## src/rtl/if_stage.sv

```systemverilog
// if_stage: instruction fetch for a dual-issue front end.
// Issues one 8-byte-aligned fetch at a time and queues the returned words with
// their PCs. Each cycle it offers the two oldest queued instructions to ID.
//
// Ports:
//   clk, rst_n                 clock, asynchronous active-low reset
//   imem_req, imem_addr        fetch request and aligned address
//   imem_valid, imem_rdata1/2  in-order response: words at addr and addr+4
//   stall                      ID cannot accept; output slots hold
//   redirect, redirect_pc      flush everything and refetch from redirect_pc
//   instr1/2, pc1/2, valid1/2  slot A (older) and slot B to ID
//
// state  | meaning
// S_REQ  | idle, may issue a fetch
// S_WAIT | one fetch outstanding, response is kept
// S_DROP | one fetch outstanding, response is discarded (flushed by redirect)
module if_stage #(
  parameter logic [31:0] RESET_PC = 32'h0000_0000,
  parameter int          DEPTH    = 8
) (
  input  logic        clk,
  input  logic        rst_n,
  output logic        imem_req,
  output logic [31:0] imem_addr,
  input  logic        imem_valid,
  input  logic [31:0] imem_rdata1,
  input  logic [31:0] imem_rdata2,
  input  logic        stall,
  input  logic        redirect,
  input  logic [31:0] redirect_pc,
  output logic [31:0] instr1,
  output logic [31:0] instr2,
  output logic [31:0] pc1,
  output logic [31:0] pc2,
  output logic        valid1,
  output logic        valid2
);

  localparam int          AW  = $clog2(DEPTH);
  localparam logic [31:0] NOP = 32'h0000_0013;

  typedef enum logic [1:0] {S_REQ, S_WAIT, S_DROP} state_t;

  state_t      state;
  logic [31:0] pc;
  logic [31:0] req_addr;
  logic        req_hi;
  logic [AW-1:0] head, tail;
  logic [AW:0]   count;
  logic [31:0] q_instr [DEPTH];
  logic [31:0] q_pc    [DEPTH];

  logic [31:0]   pc_al, rpc_al;
  logic [AW:0]   free;
  logic [AW-1:0] head1, tail1;
  logic          has1, has2, enq_ok;
  logic [1:0]    n_deq, n_enq;

  assign pc_al  = pc & 32'hFFFF_FFF8;
  assign rpc_al = redirect_pc & 32'hFFFF_FFFC;
  assign free   = (AW+1)'(DEPTH) - count;
  assign head1  = head + AW'(1);
  assign tail1  = tail + AW'(1);
  assign has1   = (count != '0);
  assign has2   = (count >= (AW+1)'(2));

  // Gated by rst_n so the request drops immediately on reset assertion.
  assign imem_req  = rst_n && (state == S_REQ) && (free >= (AW+1)'(2)) && !redirect;
  assign imem_addr = pc_al;

  // A response arriving together with a redirect belongs to the old stream.
  assign enq_ok = (state == S_WAIT) && imem_valid && !redirect;

  always_comb begin
    n_enq = 2'd0;
    if (enq_ok) n_enq = req_hi ? 2'd1 : 2'd2;
    n_deq = 2'd0;
    if (!stall) n_deq = has2 ? 2'd2 : (has1 ? 2'd1 : 2'd0);
  end

  // Queue storage needs no reset: occupancy is tracked by count.
  always_ff @(posedge clk) begin
    if (enq_ok) begin
      if (req_hi) begin
        q_instr[tail] <= imem_rdata2;
        q_pc[tail]    <= req_addr + 32'd4;
      end else begin
        q_instr[tail]  <= imem_rdata1;
        q_pc[tail]     <= req_addr;
        q_instr[tail1] <= imem_rdata2;
        q_pc[tail1]    <= req_addr + 32'd4;
      end
    end
  end

  always_ff @(posedge clk or negedge rst_n) begin
    if (!rst_n) begin
      state    <= S_REQ;
      pc       <= RESET_PC;
      req_addr <= '0;
      req_hi   <= 1'b0;
      head     <= '0;
      tail     <= '0;
      count    <= '0;
      instr1   <= NOP;
      instr2   <= NOP;
      pc1      <= '0;
      pc2      <= '0;
      valid1   <= 1'b0;
      valid2   <= 1'b0;
    end else begin
      case (state)
        S_REQ:   if (imem_req) state <= S_WAIT;
        S_WAIT:  if (imem_valid) state <= S_REQ;
                 else if (redirect) state <= S_DROP;
        S_DROP:  if (imem_valid) state <= S_REQ;
        default: state <= S_REQ;
      endcase

      if (redirect) begin
        pc <= rpc_al;
      end else if (imem_req) begin
        pc       <= pc_al + 32'd8;
        req_addr <= pc_al;
        req_hi   <= pc[2];
      end

      if (redirect) begin
        head   <= '0;
        tail   <= '0;
        count  <= '0;
        instr1 <= NOP;
        instr2 <= NOP;
        pc1    <= '0;
        pc2    <= '0;
        valid1 <= 1'b0;
        valid2 <= 1'b0;
      end else begin
        head  <= head + AW'(n_deq);
        tail  <= tail + AW'(n_enq);
        count <= count + (AW+1)'(n_enq) - (AW+1)'(n_deq);
        if (!stall) begin
          instr1 <= has1 ? q_instr[head]  : NOP;
          pc1    <= has1 ? q_pc[head]     : 32'h0;
          valid1 <= has1;
          instr2 <= has2 ? q_instr[head1] : NOP;
          pc2    <= has2 ? q_pc[head1]    : 32'h0;
          valid2 <= has2;
        end
      end
    end
  end

endmodule

```

## config.mk

```make
export PLATFORM = sky130hd
export DESIGN_NAME = if_stage
export DESIGN_NICKNAME = d
export VERILOG_FILES = /design/src/rtl/if_stage.sv
export SDC_FILE = /design/constraint.sdc
export NUM_CORES = 1
export LEC_CHECK = 0
export CORE_ASPECT_RATIO = 1.75
export CORE_MARGIN = 4
export CORE_UTILIZATION = 28
export DETAILED_ROUTE_END_ITERATION = 10
export PLACE_DENSITY_LB_ADDON = 0.08
export REMOVE_ABC_BUFFERS = 1
export SYNTH_ARGS = -nofsm -noshare
export SYNTH_HDL_FRONTEND = slang
export SYNTH_SLANG_ARGS = --single-unit
```

## constraint.sdc

```tcl
create_clock -name clk -period 3.5 [get_ports clk]
set_input_delay 0.7 -clock clk [delete_from_list [all_inputs] [get_ports clk]]
set_output_delay 0.7 -clock clk [all_outputs]
set_load 0.01 [all_outputs]
```

Word-level counts from Yosys, hierarchy flattened
Memories as Yosys holds them, arrays and structs flattened.
Cells that the tools add are included.
{ "totals": {"reg_bits": 204, "n_memories": 2, "latchBits": 0, "elab_cells": 85, "ram_bits": 512, "inputBits": 101, "mem_bits_ro": 0} }
{ "mem_list": {"columns": ["memory", "depth", "word_bits", "rd", "rd_ports_with_merged_regs", "wr", "line_no", "rtl"], "rows": [
  ["q_instr", 8, 32, 2, 0, 2, "50", "logic [31:0] q_instr [DEPTH];"],
  ["q_pc", 8, 32, 2, 0, 2, "51", "logic [31:0] q_pc [DEPTH];"]
]} }
{ "op_classes": {"n_bitwise": 3, "n_reduce_logical": 11, "n_shift": 0, "eq_ne": 6, "magnitude_cmp": 2, "n_addsub": 9, "n_div": 0, "n_mux": 39, "mul": 0} }
{ "op_table": {"columns": ["op", "n"], "rows": [
  ["$mux W32", 16],
  ["$add A32 B3 Y32 const B", 1],
  ["$add A32 B4 Y32 const B", 1],
  ["$mux W2", 8],
  ["$mux W1", 11],
  ["$ge A4 B2 Y1 const B", 2],
  ["$add A3 B1 Y3 const B", 2],
  ["$add A3 B2 Y3", 2],
  ["$mux W3", 2],
  ["$pmux W2 S3", 1],
  ["$logic_and A1 B1 Y1", 5],
  ["$add A4 B2 Y4", 1],
  ["$mux W4", 1],
  ["$ne A2 B2 Y1 const B", 2],
  ["$reduce_bool A4 Y1", 1],
  ["$sub A4 B2 Y4", 1],
  ["$sub A4 B4 Y4 const A", 1],
  ["$ne A3 B3 Y1 const B", 1],
  ["$reduce_and A3 Y1", 1],
  ["$eq A2 B1 Y1 const B", 1],
  ["$eq A2 B2 Y1 const B", 1],
  ["$logic_not A2 Y1", 1],
  ["$ne A2 B1 Y1 const B", 1],
  ["$or A1 B1 Y1", 2],
  ["4 further kinds", 4]
]} }

Longest topological paths before layout
Gate-level depths: netlist of run 1.
{ "depth": {"depth_word": 7, "ltp_mapped": 12} }

Worst setup path after synthesis of run 1
OpenSTA, ideal clock, no wires.
{ "synth_timing": {"kind": "input-to-reg", "from": "in redirect", "to": "mem q_instr[5][0], enable pin", "cell_stages": 6, "arrival_ps": 3488, "path_slack_ps": -434, "t_required_ps": 3054, "setup_ps": 446, "path_cell_list": "nor4bb_1 > and2_1 > clkbuf_1 > a22oi_1 > mux2i_1 > clkbuf_1"} }
{ "synth_rtl": {"columns": ["item", "line_no", "rtl"], "rows": [
  ["start, declared", "29", "input logic redirect,"],
  ["end, declared", "50", null]
]} }

Worst setup path in the final report of run 1
{ "layout_timing": {"from": "reg count[0]", "to": "out imem_req"} }
{ "layout_via": {"elab_chain_len": 4} }
{ "layout_lines": {"columns": ["item", "line_no", "rtl"], "rows": [
  ["start, declared", "49", "logic [AW:0] count;"],
  ["start signal, assigned", "141", "count <= count + (AW+1)'(n_enq) - (AW+1)'(n_deq);"],
  ["$sub A4 B4 Y4", "61", "assign free = (AW+1)'(DEPTH) - count;"],
  ["$ge A4 B2 Y1", "68", "assign imem_req = rst_n && (state == S_REQ) && (free >= (AW+1)'(2)) && !redirect;"],
  ["$logic_and A1 B1 Y1 (2 in a row)", "68", null],
  ["end, declared", "23", "output logic imem_req,"]
]} }
No other way between the ends.

==> results by group, run 1 <==
Final layout
  – Post-layout nets: 2992
  – Design area: 0.0429 mm2
  – Fin util: 34.4%
  – Filler cell count: 12.1k
  – Finished Layout Cells: 4579
  – Layout area overhead: 21.9%
  – FF/Latch Area: 0.0198 mm2
  – Layout cell share with drive strength beyond 1: 19.5%
  – Multi-input logic area: 0.0144 mm2

Routing
  – Initial DRC Count: 1457
  – Residual antenna-violating net count after detailed routing: 0
  – Vias: 22.9k
  – Via density: 5.00
  – TritonRoute pass-1 iters: 5
  – DR WL/cell: 24.7 um
  – DRC: 0
  – Final WL: 113000 um

Power
  – Leakage: 14.7 nW
  – Pwr Total: 26.4 mW
  – Power Density: 616 mW/mm2
  – Worst IR Drop VDD: 0.632 mV

Synthesis
  – FFs w/ async S/R, synth: 28.5%
  – Post-synth EDFFs: 488
  – Share of the synthesized area in the top cell type: 41.6%
  – Syn_area_per_cell: 13.1 um2
  – Most common cell in the netlist: edfxtp_1
  – Mapped Area: 0.0352 mm2
  – Largest area contributor in the netlist: edfxtp_1
  – Warnings, synthesis: 0
  – Number of synthesized register bits: 694
  – Syn Inst Count: 2682
  – Commonest cells post-synth: edfxtp_1, nor2_1, a21oi_1
  – Register area share after synthesis: 56.2%
  – Cell variety after synth: 53
  – Top cells by area, synth: edfxtp_1, mux4_2, dfrtp_1
  – Predominant post-synthesis flop cell: edfxtp_1

Global routing
  – Remaining global-route overflow: 0
  – GRT Util Overall: 16.9%
  – Largest net degree at the start of global routing: 126
  – Antenna violations before repair: 8
  – Vias in the first global route: 24.6k
  – First-pass GRT wire length: 167000 um

Setup path
  – Critical path class: reg2out
  – Crit path max fanout: 4
  – CP startpoint kind: register
  – CP startpoint: count[0]$_DFF_PN0_
  – Max stage delay on crit path: 0.56 ns
  – Critical Path, Cell by Cell: inv_1 -> ha_2 -> nor2b_1 -> o2111ai_2 -> nand2_2 -> nor2_4 -> clkdlybuf4s50_1
  – Critical Path AT: 2.63 ns
  – Worst R2R Start: tail[1]$_DFF_PN0_
  – R2R depth: 6
  – Worst path slowest cell: clkdlybuf4s50_1
  – Critical Path End Type: output pin
  – Worst r2r dst: q_pc[7][20]$_DFFE_PP_
  – Worst Path Required: 2.80 ns
  – Critical path capture point: imem_req
  – Setup slack, reg-to-reg: 0.70 ns

STA
  – Final setup fails: 0
  – Fin crit share: 95.0%
  – Setup ws final: 0.175 ns
  – Final hold slack: 0.441 ns
  – Final setup TNS: 0 ns
  – Worst slew pin tran: 1.00 ns
  – Fin. max-slew vios: 0
  – Fin crit period: 3.33 ns
  – RSZ-0062 raised after global routing: false
  – Hold Fails Final Rpt: 0
  – Worst clock skew: 0.0147 ns
  – Slew HR: 33.4%
  – Max Freq: 301 MHz

Floorplanning
  – Initial Util: 28.3%
  – Die W: 276 um
  – Die Area: 0.132 mm2
  – Die Span Y: 477 um
  – I/O pin count: 264
  – Row count: 171
  – Core box area: 0.125 mm2

Job
  – Max_cap viols: 0

Min path
  – HP Class: in2async

Placed design
  – Dpl cells: 4436
  – Placement Setup Slack: -0.0656 ns
  – Area post-placement: 0.0404 mm2
  – PortBufs: 254
  – DP HPWL: 70800 um
  – GPL Wtd Cong: 0.749

Clock network
  – CTS Buf Count: 76
  – CTS Root Cell: clkbuf_16
  – H-Tree Level Count: 3
  – Clk sinks: 694
  – CTS max path bufs: 3
  – Clock tree from TritonCTS: done
  – Clock-pin slew on the worst setup and hold paths: 0.06 ns
  – Clk Latency, worst-skew pair: 0.65 ns

Run status
  – Status: completed
## cell usage in the layout, fill, tap and decap left out, drive strengths merged, types with 5 or more instances in the layout
cell type,netlist,routed
nand3,24,24
edfxtp,488,488
dfstp,6,6
nand2,168,168
clkinv,0,30
o22a,6,6
conb,1,7
and2,206,206
ha,13,13
inv,17,19
nor2,271,271
or3b,5,5
nor3b,6,6
clkbuf,156,97
mux2,43,43
xor2,16,16
dfxtp,8,8
buf,113,124
clkinvlp,0,5
nand4,19,19
nor2b,41,41
dfrtp,192,192
xnor2,14,14
o21ai,144,144
mux4,248,248
mux2i,160,160
a21oi,263,263
nor3,10,10
or4,7,7
clkdlybuf4s50,0,252
## worst min-delay path by stage
stage | startpoint | endpoint | slack [ns] | cells past startpoint
floorplan | rst_n | count[0]$_DFF_PN0_ | 0.40 | 0
global placement | valid1$_DFFE_PN0P_ | valid1$_DFFE_PN0P_ | 0.47 | 2
detailed placement | pc1[22]$_DFFE_PN0P_ | pc1[22]$_DFFE_PN0P_ | 0.47 | 2
CTS | rst_n | pc2[16]$_DFFE_PN0P_ | 0.38 | 2
global route | rst_n | pc2[16]$_DFFE_PN0P_ | 0.43 | 2
finish | rst_n | pc2[16]$_DFFE_PN0P_ | 0.44 | 2
## kinds of logic (layout without fill, tap and decap cells)
kind of cell	count (synthesis)	count (layout)	share of synthesized area (%)
flops	694	694	56.2
xor+xnor	30	30	0.746
compound gates	424	424	6.20
fa+ha+maj	17	17	0.690
buf+inv	286	532	3.56
simple gates	779	779	10.8
other cells	1	9	0.0107
mux	451	451	21.8
## layer usage
| metal | part of all wire (%) | vias up | GRT usage, % |
|---|---|---|---|
| met2 | 53 | 651 | 31.2 |
| met3 | 4.7 | 140 | 2.86 |
| met4 | 2.3 | 4 | 4.72 |
| li1 | - | 10300 | - |
| met1 | 40 | 11800 | 20.3 |
| met5 | 0.019 | - | 0 |
## final cells by class
| class | count | area share (%) |
|---|---|---|
| antenna | 2 | 0.0117 |
| clock buffer | 97 | 4.98 |
| clock inverter | 41 | 0.770 |
| inverter | 17 | 0.155 |
| multi-input combinational | 1708 | 33.6 |
| sequential | 694 | 46.1 |
| tap | 1643 | 4.79 |
| timing repair buffer | 377 | 9.52 |
## where the power goes
part	internal [mW]	leakage, nW	switching [mW]	total, mW
sequential	9.55	7.21	0.789	10.3
clock	4.62	1.22	3.49	8.11
combinational	3.94	6.28	4.04	7.98
## worst max-delay path, delay by kind of cell (launching register included)
kind | cells | cell delay (ns)
AOI/OAI and AO/OA | 1 | 0.29
adders and majority gates | 1 | 0.22
buffers and inverters | 2 | 0.67
DFF | 1 | 0.42
and+or+nand+nor | 3 | 0.38
## state kept, by name (all words and copies together) (netlist names)
| register | cells |
|---|---|
| head | 3 |
| req_addr | 29 |
| count | 4 |
| req_hi | 1 |
| state | 2 |
| instr2 | 32 |
| tail | 3 |
| q_instr | 256 |
| valid2 | 1 |
| q_pc | 240 |
| pc | 30 |
| valid1 | 1 |
| instr1 | 32 |
| pc2 | 30 |
| pc1 | 30 |
## repair_timing
item | 4_1_cts | 5_1_grt
resized for setup | 2 | 1
endpoints found under the hold margin | 6 | 0
setup endpoints to repair | 1 | 1
buffers inserted | 2 | 0
hold buffers | 1 | 0
pin swaps | 2 | 1
Power figures use the tool's default switching activity.
==> run 2: changes to the inputs <==
--- a/config.mk
+++ b/config.mk
@@ -5,9 +5,12 @@
 export SDC_FILE = /design/constraint.sdc
 export NUM_CORES = 1
 export LEC_CHECK = 0
+export CELL_PAD_IN_SITES_DETAIL_PLACEMENT = 0
+export CELL_PAD_IN_SITES_GLOBAL_PLACEMENT = 1
 export CORE_ASPECT_RATIO = 1.75
 export CORE_MARGIN = 4
 export CORE_UTILIZATION = 28
+export CTS_CLUSTER_SIZE = 16
 export DETAILED_ROUTE_END_ITERATION = 10
 export PLACE_DENSITY_LB_ADDON = 0.08
 export REMOVE_ABC_BUFFERS = 1
==> run 2 against run 1 <==
Compared with the run above: non-clock buffer count fell by 7; critical path depth did not move; die area unchanged; sequential power about the same; via count shrank 0.29%; routed wire length rose by 3.2%; setup slack gained 0.13 ns; critical path type unchanged; largest power group unchanged.
==> results by group, run 2 (synthesis results as in run 1) <==
Setup path
  – Critical Path AT: 2.50 ns (-0.13 ns)
  – Worst R2R Start: count[2]$_DFF_PN0_
  – Max stage delay on crit path: 0.42 ns (-0.14 ns)
  – WP buf/inv: 2 (unchanged)
  – R2R depth: 12 (+6)
  – Critical Path, Cell by Cell: inv_1 -> ha_1 -> nor3b_1 -> o2111ai_2 -> nand2_2 -> nor2_4 -> dlygate4sd2_1
  – Crit path max fanout: 6 (+2)
  – Worst Path Required: 2.80 ns (about the same)
  – Worst path slowest cell: dfrtp_1
  – Critical Path End Type: output pin
  – Critical path class: reg2out
  – Crit path max-delay family: simple AND/OR/NAND/NOR gates
  – Setup slack, reg-to-reg: 0.72 ns (+0.02 ns)
  – Worst r2r dst: count[3]$_DFF_PN0_
  – CP startpoint kind: register

Run status
  – Status: completed

STA
  – Slew HR: 30.5% (-2.9 points)
  – Final setup fails: 0 (unchanged)
  – Hold Fails Final Rpt: 0 (unchanged)
  – RSZ-0062 raised after global routing: false
  – Max Freq: 313 MHz (+4.1%)
  – Fin crit period: 3.20 ns (-0.130 ns)
  – Worst slew pin tran: 1.04 ns (+0.0432 ns)
  – Worst clock skew: 0.0302 ns (+0.0155 ns)
  – Fin crit share: 91.3% (-3.7 points)
  – Fin. max-slew vios: 0 (unchanged)

Routing
  – Initial DRC Count: 1468 (+0.75%)
  – Residual antenna-violating net count after detailed routing: 0 (unchanged)
  – Vias: 22.9k (-0.29%)
  – Via density: 4.99 (-0.22%)
  – DRC: 0 (unchanged)
  – TritonRoute pass-1 iters: 5 (unchanged)
  – Final WL: 117000 um (+3.2%)
  – DR WL/cell: 25.5 um (+3.3%)

Clock network
  – CTS max path bufs: 3 (unchanged)
  – Clock tree from TritonCTS: done
  – Clk sinks: 694 (unchanged)
  – CTS Root Cell: clkbuf_16
  – CTS Buf Count: 77 (+1.3%)
  – H-Tree Level Count: 3 (unchanged)
  – Clock-pin slew on the worst setup and hold paths: 0.06 ns (about the same)
  – Clk Latency, worst-skew pair: 0.66 ns (about the same)

Final layout
  – Post-layout nets: 2986 (-0.20%)
  – Fin util: 34.3% (-0.17 points)
  – Max reg flops: 256 (unchanged)
  – Layout area overhead: 21.3%
  – Top reg by flops: q_instr
  – Commonest non-fill, non-tap cell in the layout: edfxtp_1
  – Commonest cells after routing, fill and taps aside: edfxtp_1, nor2_1, a21oi_1
  – Layout cell share with drive strength beyond 1: 18.8% (-0.65 points)
  – Design area: 0.0427 mm2 (-0.49%)
  – Largest regs: q_instr: 256 flops, q_pc: 240 flops

Floorplanning
  – I/O pin count: 264 (unchanged)
  – Initial Util: 28.3% (unchanged)
  – Row count: 171 (unchanged)
  – Core box area: 0.125 mm2 (unchanged)
  – Die W: 276 um (unchanged)
  – Die Area: 0.132 mm2 (unchanged)
  – Die Span Y: 477 um (unchanged)

Placed design
  – PortBufs: 254 (unchanged)
  – Area post-placement: 0.0403 mm2 (-0.34%)
  – DP HPWL: 72000 um (+1.7%)
  – GPL Wtd Cong: 0.739 (-1.4%)

Power
  – Worst IR Drop VDD: 0.551 mV (-13%)
  – Power Density: 614 mW/mm2 (-0.39%)
  – Leakage: 14.6 nW (-0.52%)

Global routing
  – Antenna violations before repair: 8 (unchanged)
  – Remaining global-route overflow: 0 (unchanged)
  – Vias in the first global route: 24.4k (-0.85%)
  – GRT Util Overall: 17.6% (+0.65 points)
  – Largest net degree at the start of global routing: 126 (unchanged)
  – First-pass GRT wire length: 171000 um (+2.5%)

Min path
  – Hold path depth: 2
  – Hold worst-path end: tail[2]$_DFF_PN0_
  – HP Class: in2reg
  – Hold Path Origin: redirect

Job
  – Max_cap viols: 0 (unchanged)
[run 2: changes by cell type in the layout (fill, tap and decap cells not counted), sizes merged]
cell and change:
clkbuf +14, clkinv -6, clkdlybuf4s50 -1, clkinvlp -3, dlygate4sd2 +1, bufinv -3
buf -7, diode +2
[run 2: through the flow]
step	hold WS (ns)	setup TNS [ns]	std cells	power (mW)	setup slack (ns)
global placement	0.458	0	4431	18.6	0.212
detailed placement	0.464	0	4431	18.7	0.204
global route	0.377	0	4573	27.7	0.0229
finish	0.394	0	4576	26.2	0.305
CTS	0.327	0	4572	26.8	0.180
floorplan	0.404	-3940.38	2419	15.3	-9.78
[run 2: how the worst max path moves through the flow]
stage                               endpoint          startpoint  slack (ns)  depth (start not counted)
floorplan              instr2[0]$_DFFE_PN1P_   head[0]$_DFF_PN0_       -9.78                          4
global placement    q_instr[2][17]$_DFFE_PP_          imem_valid        0.21                          8
detailed placement  q_instr[2][28]$_DFFE_PP_          imem_valid        0.20                          8
CTS                                 imem_req  count[1]$_DFF_PN0_        0.18                          7
global route                        imem_req  count[1]$_DFF_PN0_        0.02                          7
finish                              imem_req  count[1]$_DFF_PN0_        0.30                          7
[run 2: cell type report]
| class | instances | area (um2) |
|---|---|---|
| antenna | 4 | 10.0 |
| fill | 12200 | 81800 |
| clock inverter | 29 | 169 |
| tap | 1643 | 2060 |
| timing repair buffer | 370 | 3930 |
| sequential | 694 | 19800 |
| clock buffer | 111 | 2240 |
| inverter | 17 | 66.3 |
| multi-input combinational | 1708 | 14400 |
[run 2: repair_timing]
item | 4_1_cts | 5_1_grt
buffers inserted | 0 | 0
hold endpoints to repair | 3 | 0
resized for setup | 2 | 0
setup endpoints to repair | 1 | 0
hold buffers | 1 | 0
[run 2: layer usage]
metal	global-route usage [%]	share of wire (%)	vias up
li1	-	-	10300
met1	21.2	40	11800
met2	32.6	54	623
met3	2.60	4.8	129
met4	4.54	2.0	4
met5	0	0.027	-
[run 2: power breakdown]
part | internal (mW) | switching, mW | leakage, nW
Clock | 4.51 | 3.49 | 1.19
Sequential | 9.55 | 0.830 | 7.21
Combinational | 3.90 | 3.91 | 6.23
